==> src/rtl/seg_scan_driver.sv <==
// rtl/seg_scan_driver.sv - multiplexed seven-segment scan driver with staged, tear-free updates
// Output registers lag the prescaler/index state by one cycle; frame_tick shares that lag.
module seg_scan_driver #(
    parameter int NUM_DIGITS  = 4,
    parameter int DWELL       = 1000,
    parameter int SEG_ACT_LOW = 0,
    parameter int AN_ACT_LOW  = 1,
    parameter int LZ_SUPPRESS = 0
) (
    input  logic                    clk,
    input  logic                    rst_n,
    input  logic [5*NUM_DIGITS-1:0] value_in,
    input  logic [NUM_DIGITS-1:0]   blank_in,
    input  logic                    load,
    output logic                    ready,
    output logic [7:0]              seg,
    output logic [NUM_DIGITS-1:0]   an,
    output logic                    frame_tick
);
    localparam int CW = (DWELL > 1) ? $clog2(DWELL) : 1;
    localparam int IW = (NUM_DIGITS > 1) ? $clog2(NUM_DIGITS) : 1;
    localparam logic [7:0] SEG_INV = (SEG_ACT_LOW != 0) ? 8'hFF : 8'h00;
    localparam logic [NUM_DIGITS-1:0] AN_INV = (AN_ACT_LOW != 0) ? {NUM_DIGITS{1'b1}} : '0;

    logic [CW-1:0]           cnt;
    logic [IW-1:0]           idx;
    logic [5*NUM_DIGITS-1:0] sh_val, st_val;
    logic [NUM_DIGITS-1:0]   sh_blank, st_blank;
    logic                    pending;

    logic                    last_cnt, last_idx, frame_end, accept;
    logic [4:0]              cur_code;
    logic                    cur_dark;
    logic                    zeros_above;
    logic [NUM_DIGITS-1:0]   lz, an_nxt;

    function automatic logic [7:0] glyph(input logic [4:0] c);
        logic [4:0] neg;
        logic [3:0] mag;
        logic [7:0] g;
        neg = -c;
        mag = c[4] ? neg[3:0] : c[3:0];
        case (mag)
            4'h0: g = 8'hFC;  4'h1: g = 8'h60;  4'h2: g = 8'hDA;  4'h3: g = 8'hF2;
            4'h4: g = 8'h66;  4'h5: g = 8'hB6;  4'h6: g = 8'hBE;  4'h7: g = 8'hE0;
            4'h8: g = 8'hFE;  4'h9: g = 8'hE6;  4'hA: g = 8'hEE;  4'hB: g = 8'h3E;
            4'hC: g = 8'h9C;  4'hD: g = 8'h7A;  4'hE: g = 8'h9E;  default: g = 8'h8E;
        endcase
        return g | {7'b0, c[4]};
    endfunction

    assign ready     = ~pending;
    assign accept    = load & ready;
    assign last_cnt  = (cnt == CW'(DWELL - 1));
    assign last_idx  = (idx == IW'(NUM_DIGITS - 1));
    assign frame_end = last_cnt & last_idx;

    // Suppression walks down from the most significant digit; digit 0 always shows.
    always_comb begin
        zeros_above = 1'b1;
        lz          = '0;
        cur_code    = 5'd0;
        cur_dark    = 1'b0;
        an_nxt      = '0;
        for (int i = NUM_DIGITS - 1; i >= 0; i--) begin
            zeros_above = zeros_above & (sh_val[5*i +: 5] == 5'd0);
            lz[i]       = (LZ_SUPPRESS != 0) && (i != 0) && zeros_above;
        end
        for (int i = 0; i < NUM_DIGITS; i++) begin
            if (idx == IW'(i)) begin
                cur_code  = sh_val[5*i +: 5];
                cur_dark  = sh_blank[i] | lz[i];
                an_nxt[i] = (cnt != '0);
            end
        end
    end

    always_ff @(posedge clk or negedge rst_n) begin
        if (!rst_n) begin
            cnt        <= '0;
            idx        <= '0;
            sh_val     <= '0;
            sh_blank   <= '0;
            st_val     <= '0;
            st_blank   <= '0;
            pending    <= 1'b0;
            seg        <= SEG_INV;
            an         <= AN_INV;
            frame_tick <= 1'b0;
        end else begin
            cnt <= last_cnt ? '0 : cnt + 1'b1;
            if (last_cnt) begin
                idx <= last_idx ? '0 : idx + 1'b1;
            end
            seg        <= (cur_dark ? 8'h00 : glyph(cur_code)) ^ SEG_INV;
            an         <= an_nxt ^ AN_INV;
            frame_tick <= frame_end;
            // A load in the frame-end cycle cannot collide: ready is low whenever a swap is due.
            if (frame_end && pending) begin
                sh_val   <= st_val;
                sh_blank <= st_blank;
                pending  <= 1'b0;
            end else if (accept) begin
                st_val   <= value_in;
                st_blank <= blank_in;
                pending  <= 1'b1;
            end
        end
    end
endmodule

==> config.mk <==
export PLATFORM = sky130hd
export DESIGN_NAME = seg_scan_driver
export DESIGN_NICKNAME = d
export VERILOG_FILES = /design/src/rtl/seg_scan_driver.sv
export SDC_FILE = /design/constraint.sdc
export NUM_CORES = 1
export LEC_CHECK = 0
export CELL_PAD_IN_SITES_DETAIL_PLACEMENT = 0
export CELL_PAD_IN_SITES_GLOBAL_PLACEMENT = 1
export CORE_ASPECT_RATIO = 0.6
export CORE_UTILIZATION = 47
export CTS_BUF_LIST = sky130_fd_sc_hd__clkbuf_2 sky130_fd_sc_hd__clkbuf_4 sky130_fd_sc_hd__clkbuf_8
export CTS_CLUSTER_SIZE = 40
export DETAILED_ROUTE_END_ITERATION = 10
export GPL_TIMING_DRIVEN = 0
export PLACE_DENSITY = 0.89
export SETUP_SLACK_MARGIN = 0.2
export SLEW_MARGIN = 20
export SYNTH_ARGS = -nofsm -noshare
export SYNTH_HDL_FRONTEND = slang
export SYNTH_SLANG_ARGS = --single-unit
==> constraint.sdc <==
create_clock -name clk -period 3.4 [get_ports clk]
set_input_delay 0.51 -clock clk [delete_from_list [all_inputs] [get_ports clk]]
set_output_delay 0.51 -clock clk [all_outputs]
set_load 0.02 [all_outputs]
* Word level (Yosys, flattened, before mapping)
Memories as Yosys holds them, arrays and structs flattened.
Index checks and enable logic that the tools add are counted.
W data, S select, Z words.
** Storage, ports and cells
- Bits in registers :: 74
- Bits in read-only memories :: 112
- Input bits :: 27
- Output and inout bits :: 14
- Logic and storage cells :: 47
- Memories kept :: 1
** Memory list
- (name not given) :: words 16, width 7, read ports 1, clocked after Yosys merged registers in 0, wr ports 0, RTL line 43 : case (mag)
** Cells by class
- Add/sub/neg operators :: 3
- Equality and inequality tests :: 4
- Multiplexer cells :: 18
- Bitwise logic cells :: 6
- Reduce and logical (&&, ||, !) cells :: 5
** Operators with widths (number)
- $mux W5 :: 4
- $add A10 B1 Y10 const B :: 1
- $eq A10 B10 Y1 const B :: 1
- $mux W1 :: 10
- $mux W10 :: 1
- $reduce_bool A10 Y1 :: 1
- $mux W8 :: 1
- $or A8 B1 Y8 :: 1
- $eq A2 B2 Y1 const B :: 2
- $mux W4 :: 1
- $neg A4 Y4 :: 1
- $not A4 Y4 :: 1
- $add A2 B1 Y2 const B :: 1
- $and A1 B1 Y1 :: 2
- $eq A2 B1 Y1 const B :: 1
- $logic_not A2 Y1 :: 1
- $mux W2 :: 1
- $not A1 Y1 :: 2
- $reduce_and A2 Y1 :: 1
- $reduce_bool A2 Y1 :: 1
- $logic_and A1 B1 Y1 :: 1

* Longest topological paths before layout
An unclocked memory read counts as a cell.
- Depth in word-level cells :: 10
- Mapped depth :: 14
- Depth with buffers taken out :: 13

* Worst setup path after synthesis
OpenSTA, ideal clock, no wires.
- Kind :: flip-flop to flip-flop
- From :: reg idx[0]
- To :: reg seg[1]
- Library setup time :: 0.104 ns
- Data arrival time :: 2.819 ns
- Data required time :: 3.296 ns
- Slack :: 0.477 ns
- Stages on the path, launching flop included :: 14
- Buffers on the path :: 0
- Period minus slack after synthesis :: 2.923 ns
- Path through :: dfrtp_1 -> inv_1 -> ha_1 -> or2_4 -> a221o_1 -> and2_1 -> inv_1 -> ha_1 -> mux2i_1 -> inv_1 -> ha_1 -> o21ai_0 -> a21bo_2 -> a221oi_1
** Between the ends
- Longest elaborated chain between the ends :: 10
** RTL lines
- start: declaration :: RTL line 26 : logic [IW-1:0] idx;
- start signal: assignment :: RTL line 93 : idx <= last_idx ? '0 : idx + 1'b1;
- $logic_not A2 Y1 :: RTL line 70 : if (idx == IW'(i)) begin
- $mux W5 (4 in series) :: RTL line 70
- $neg A4 Y4 :: RTL line 41 : neg = -c;
- $mux W4 :: RTL line 42 : mag = c[4] ? neg[3:0] : c[3:0];
- $mem_v2 Z16 W7
- $or A8 B1 Y8 :: RTL line 49 : return g | {7'b0, c[4]};
- $mux W8 * :: RTL line 95 : seg <= (cur_dark ? 8'h00 : glyph(cur_code)) ^ SEG_INV;
- end signal: assignment :: RTL line 95
- end: declaration :: RTL line 16 : output logic [7:0] seg,
Every way passes the cells marked *; elsewhere a longest branch is shown, timed or not.
A chain may end at the register's enable or synchronous reset.

* Worst setup path after layout
Same ends and word-level chain as after synthesis.

==> results.cfg <==
[power]
p_int_mw = 1.256
p_sw_frac = 0.2189
p_clk_frac = 0.364
power_switching_uw = 352.0
p_total_mw = 1.608
ir_drop_uv = 243.4
power_density_nw_per_um2 = 385.9
p_leak_nw = 1.832
combPwrFrac = 0.053
sequentialPowerShare = 0.583

[sta]
finalCritPeriodShare = 0.9058
whs_ns = 0.05926
max_slew_margin = 0.5353
tightest_slew_ns = 0.6898
final-hold-violation-count = 0
fmax_mhz = 324.7
fin_crit_ns = 3.080
rsz0062_at_grt = false
setup_ws_ns = 0.3202
setup_viol = 0
maxSlewViolCount = 0
fin_skew_ns = 0.003808

[critical_path]
startpoint_type = flop
endpoint_kind = flop
crit_type = reg2reg
ff2ff_path_depth = 13
required_ns = 3.66
cp_max_fo = 7
cp.arrival_ns = 3.34

[finish]
area_growth_pct = 22.38
diodes = 0
final_layout_size_suffix_gt1_frac = 0.2613
fin_cells = 420
final_nets = 368
n_fill_cell = 582

[cts]
cts_made_buffers = 9
cts.sinks = 74
clk_path_buf_depth = 2
cts_htree_levels = 3
cts_root_buf = clkbuf_8
clock_latency_ns = 0.35
clk_pin_slew_ns = 0.07
tritoncts = built

[route]
wl_mm = 6.766
vias_per_cell = 5.567
vias = 2338
drc = 1
post_drt_wl_per_cell_um = 16.11
antenna_left = 0
dr.pass1.iters = 9
first_iter_violations = 117

[synth]
yosys_warnings = 0
synth-seq-cells = 74
synth-main-ff-cell = dfrtp_1
synth_area_per_cell_um2 = 12.38
synth_cell_types = 49
synth_fp_nets = 314
synthArstFlopShare = 1.000
synth_area_leader_cell = dfrtp_1
synthCells = 275
synth_area_leaders = dfrtp_1 51%, mux2_2 16%, ha_1 4.4%
synth_top_area_frac = 0.5145
yosysSeqAreaShare = 0.5454
netlist_area_um2 = 3405
synth_edf_count = 0

[placed_design]
dp_slack_ns = 0.01677
port_buffers = 40
finalWeightedCongestion = 0.8942
placed_cells = 403
hpwl_mm = 4.764

[floorplanning]
num_rows = 23
core_um2 = 6849
dieWidth_um = 111.9
die_area_um2 = 7599
start_util = 0.4971
fp.dieH_um = 67.93
ios = 41

[grt]
grt_antenna_before_repair = 0
grt.total_usage = 0.1962
grt_pass1_vias = 2236
gr-total-overflow = 0
grt_max_degree = 51
grt_first_pass_wirelength_mm = 10.96

[status]
outcome = finished, violations left
violations = design-rule violations

[worst_hold_path]
hold_path_class = in2async

[run]
maxCapViolations = 0
[state kept, by name (all words and copies together), names as in the netlist]
name	count
sh_val	20
st_val	20
cnt	10
seg	8
an	4
sh_blank	4
st_blank	4
idx	2
frame_tick	1
pending	1
[cell families after synthesis]
group,count (synthesis),synth area share
XOR/XNOR,7,0.01801
flip-flops,74,0.5454
multiplexers,50,0.1646
AND/OR/NAND/NOR,62,0.09004
adder cells (fa/ha/maj),12,0.04410
AO/OA/AOI/OAI,50,0.1106
buffers and inverters,20,0.02720
[worst max-delay path, cell delays in order (launching register included)]
cell and delay (ns):
dfrtp_1 0.38, inv_1 0.10, ha_2 0.24, or2_4 0.28, a221o_1 0.30, and2_2 0.25
inv_1 0.06, ha_1 0.24, mux2i_4 0.20, inv_1 0.13, ha_1 0.25, o21ai_2 0.10
a21bo_2 0.25, a221oi_2 0.20
[cell type report]
cell class                      count  area [um^2]  share of cell area
Buffer                             10        57.56             0.01381
Inverter                           10        37.54            0.009009
Multi-Input combinational cell    181         1501              0.3604
Sequential cell                    74         1857              0.4456
Clock buffer                       12        146.4             0.03514
Clock inverter                      3        17.52            0.004204
Tap cell                           87        108.9             0.02613
Timing Repair Buffer               43        440.4              0.1057
[what timing repair did]
item | in CTS | in global routing
setup buffers | 0 | 2
gates resized for setup | 5 | 6
endpoints found under the setup margin | 5 | 5
hold buffers | 0 | 0
[final timing paths]
check                           startpoint      to  slack [ns]
worst max-delay path                idx[0]  seg[1]        0.32
worst max register to register      idx[0]  seg[1]        0.32
worst min-delay path                 rst_n  cnt[6]        0.06
worst min register to register      cnt[0]  cnt[0]        0.49
min in group clk                    cnt[0]  cnt[0]        0.49
max in group asynchronous            rst_n   an[2]        2.77
[through the flow]
step	setup TNS (ns)	utilization	cell area, um^2
after global placement	-43.92	0.5714	3914
after global routing	0	0.6083	4167
after detailed placement	0	0.5751	3939
after CTS	0	0.6023	4125
after floorplan	0	-	3405
final	0	0.6083	4167
[layer usage]
metal / wire [um] / vias to the layer above / track usage / share of wire
met3: 436 / 11 / 0.05846 / 0.064
met5: 0 / - / 0 / 0
met1: 3236 / 1140 / 0.2684 / 0.48
li1: - / 1104 / - / -
met4: 80 / 0 / 0.08615 / 0.012
met2: 3011 / 83 / 0.2927 / 0.45
[cells in the final DEF (no fill, tap or decap), types with 5 or more instances in the layout]
| master | netlist | layout |
|---|---|---|
| o21ai_0 | 10 | 9 |
| nand2_1 | 13 | 12 |
| nor2_1 | 15 | 15 |
| clkdlybuf4s50_1 | 0 | 39 |
| nor3_1 | 5 | 5 |
| clkbuf_8 | 0 | 9 |
| nand3_1 | 12 | 12 |
| a211oi_1 | 5 | 5 |
| clkbuf_1 | 6 | 6 |
| mux2_2 | 48 | 48 |
| inv_1 | 10 | 10 |
| ha_1 | 12 | 10 |
| dfrtp_1 | 70 | 70 |
[power groups by stage]
stage	clock [mW]	combinational, mW	sequential [mW]
CTS	0.615	0.0876	0.938
finish	0.585	0.0846	0.938
detailed placement	0	0.0871	0.955
global placement	0	0.0804	0.954
floorplan	0	0.0325	0.946
global route	0.646	0.0939	0.942
[cell usage after synthesis (2+ instances only)]
| master | count |
|---|---|
| nor3_1 | 5 |
| o21a_1 | 2 |
| buf_6 | 2 |
| a22oi_1 | 2 |
| o22a_1 | 3 |
| o21ai_0 | 10 |
| nor2b_1 | 4 |
| nand4_1 | 2 |
| nor4_1 | 2 |
| dfrtp_1 | 70 |
| xor2_1 | 4 |
| o211ai_1 | 2 |
| and2_1 | 2 |
| ha_1 | 12 |
| xnor2_1 | 3 |
| nand3_1 | 12 |
| nand2_1 | 13 |
| o211a_1 | 2 |
| a221oi_1 | 4 |
| a211o_1 | 2 |
| mux2i_1 | 2 |
| a221o_1 | 3 |
| a21oi_1 | 3 |
| inv_1 | 10 |
| dfstp_2 | 4 |
| mux2_2 | 48 |
| nor2_1 | 15 |
| a211oi_1 | 5 |
| buf_2 | 2 |
| clkbuf_1 | 6 |
Power figures use the tool's default switching activity.
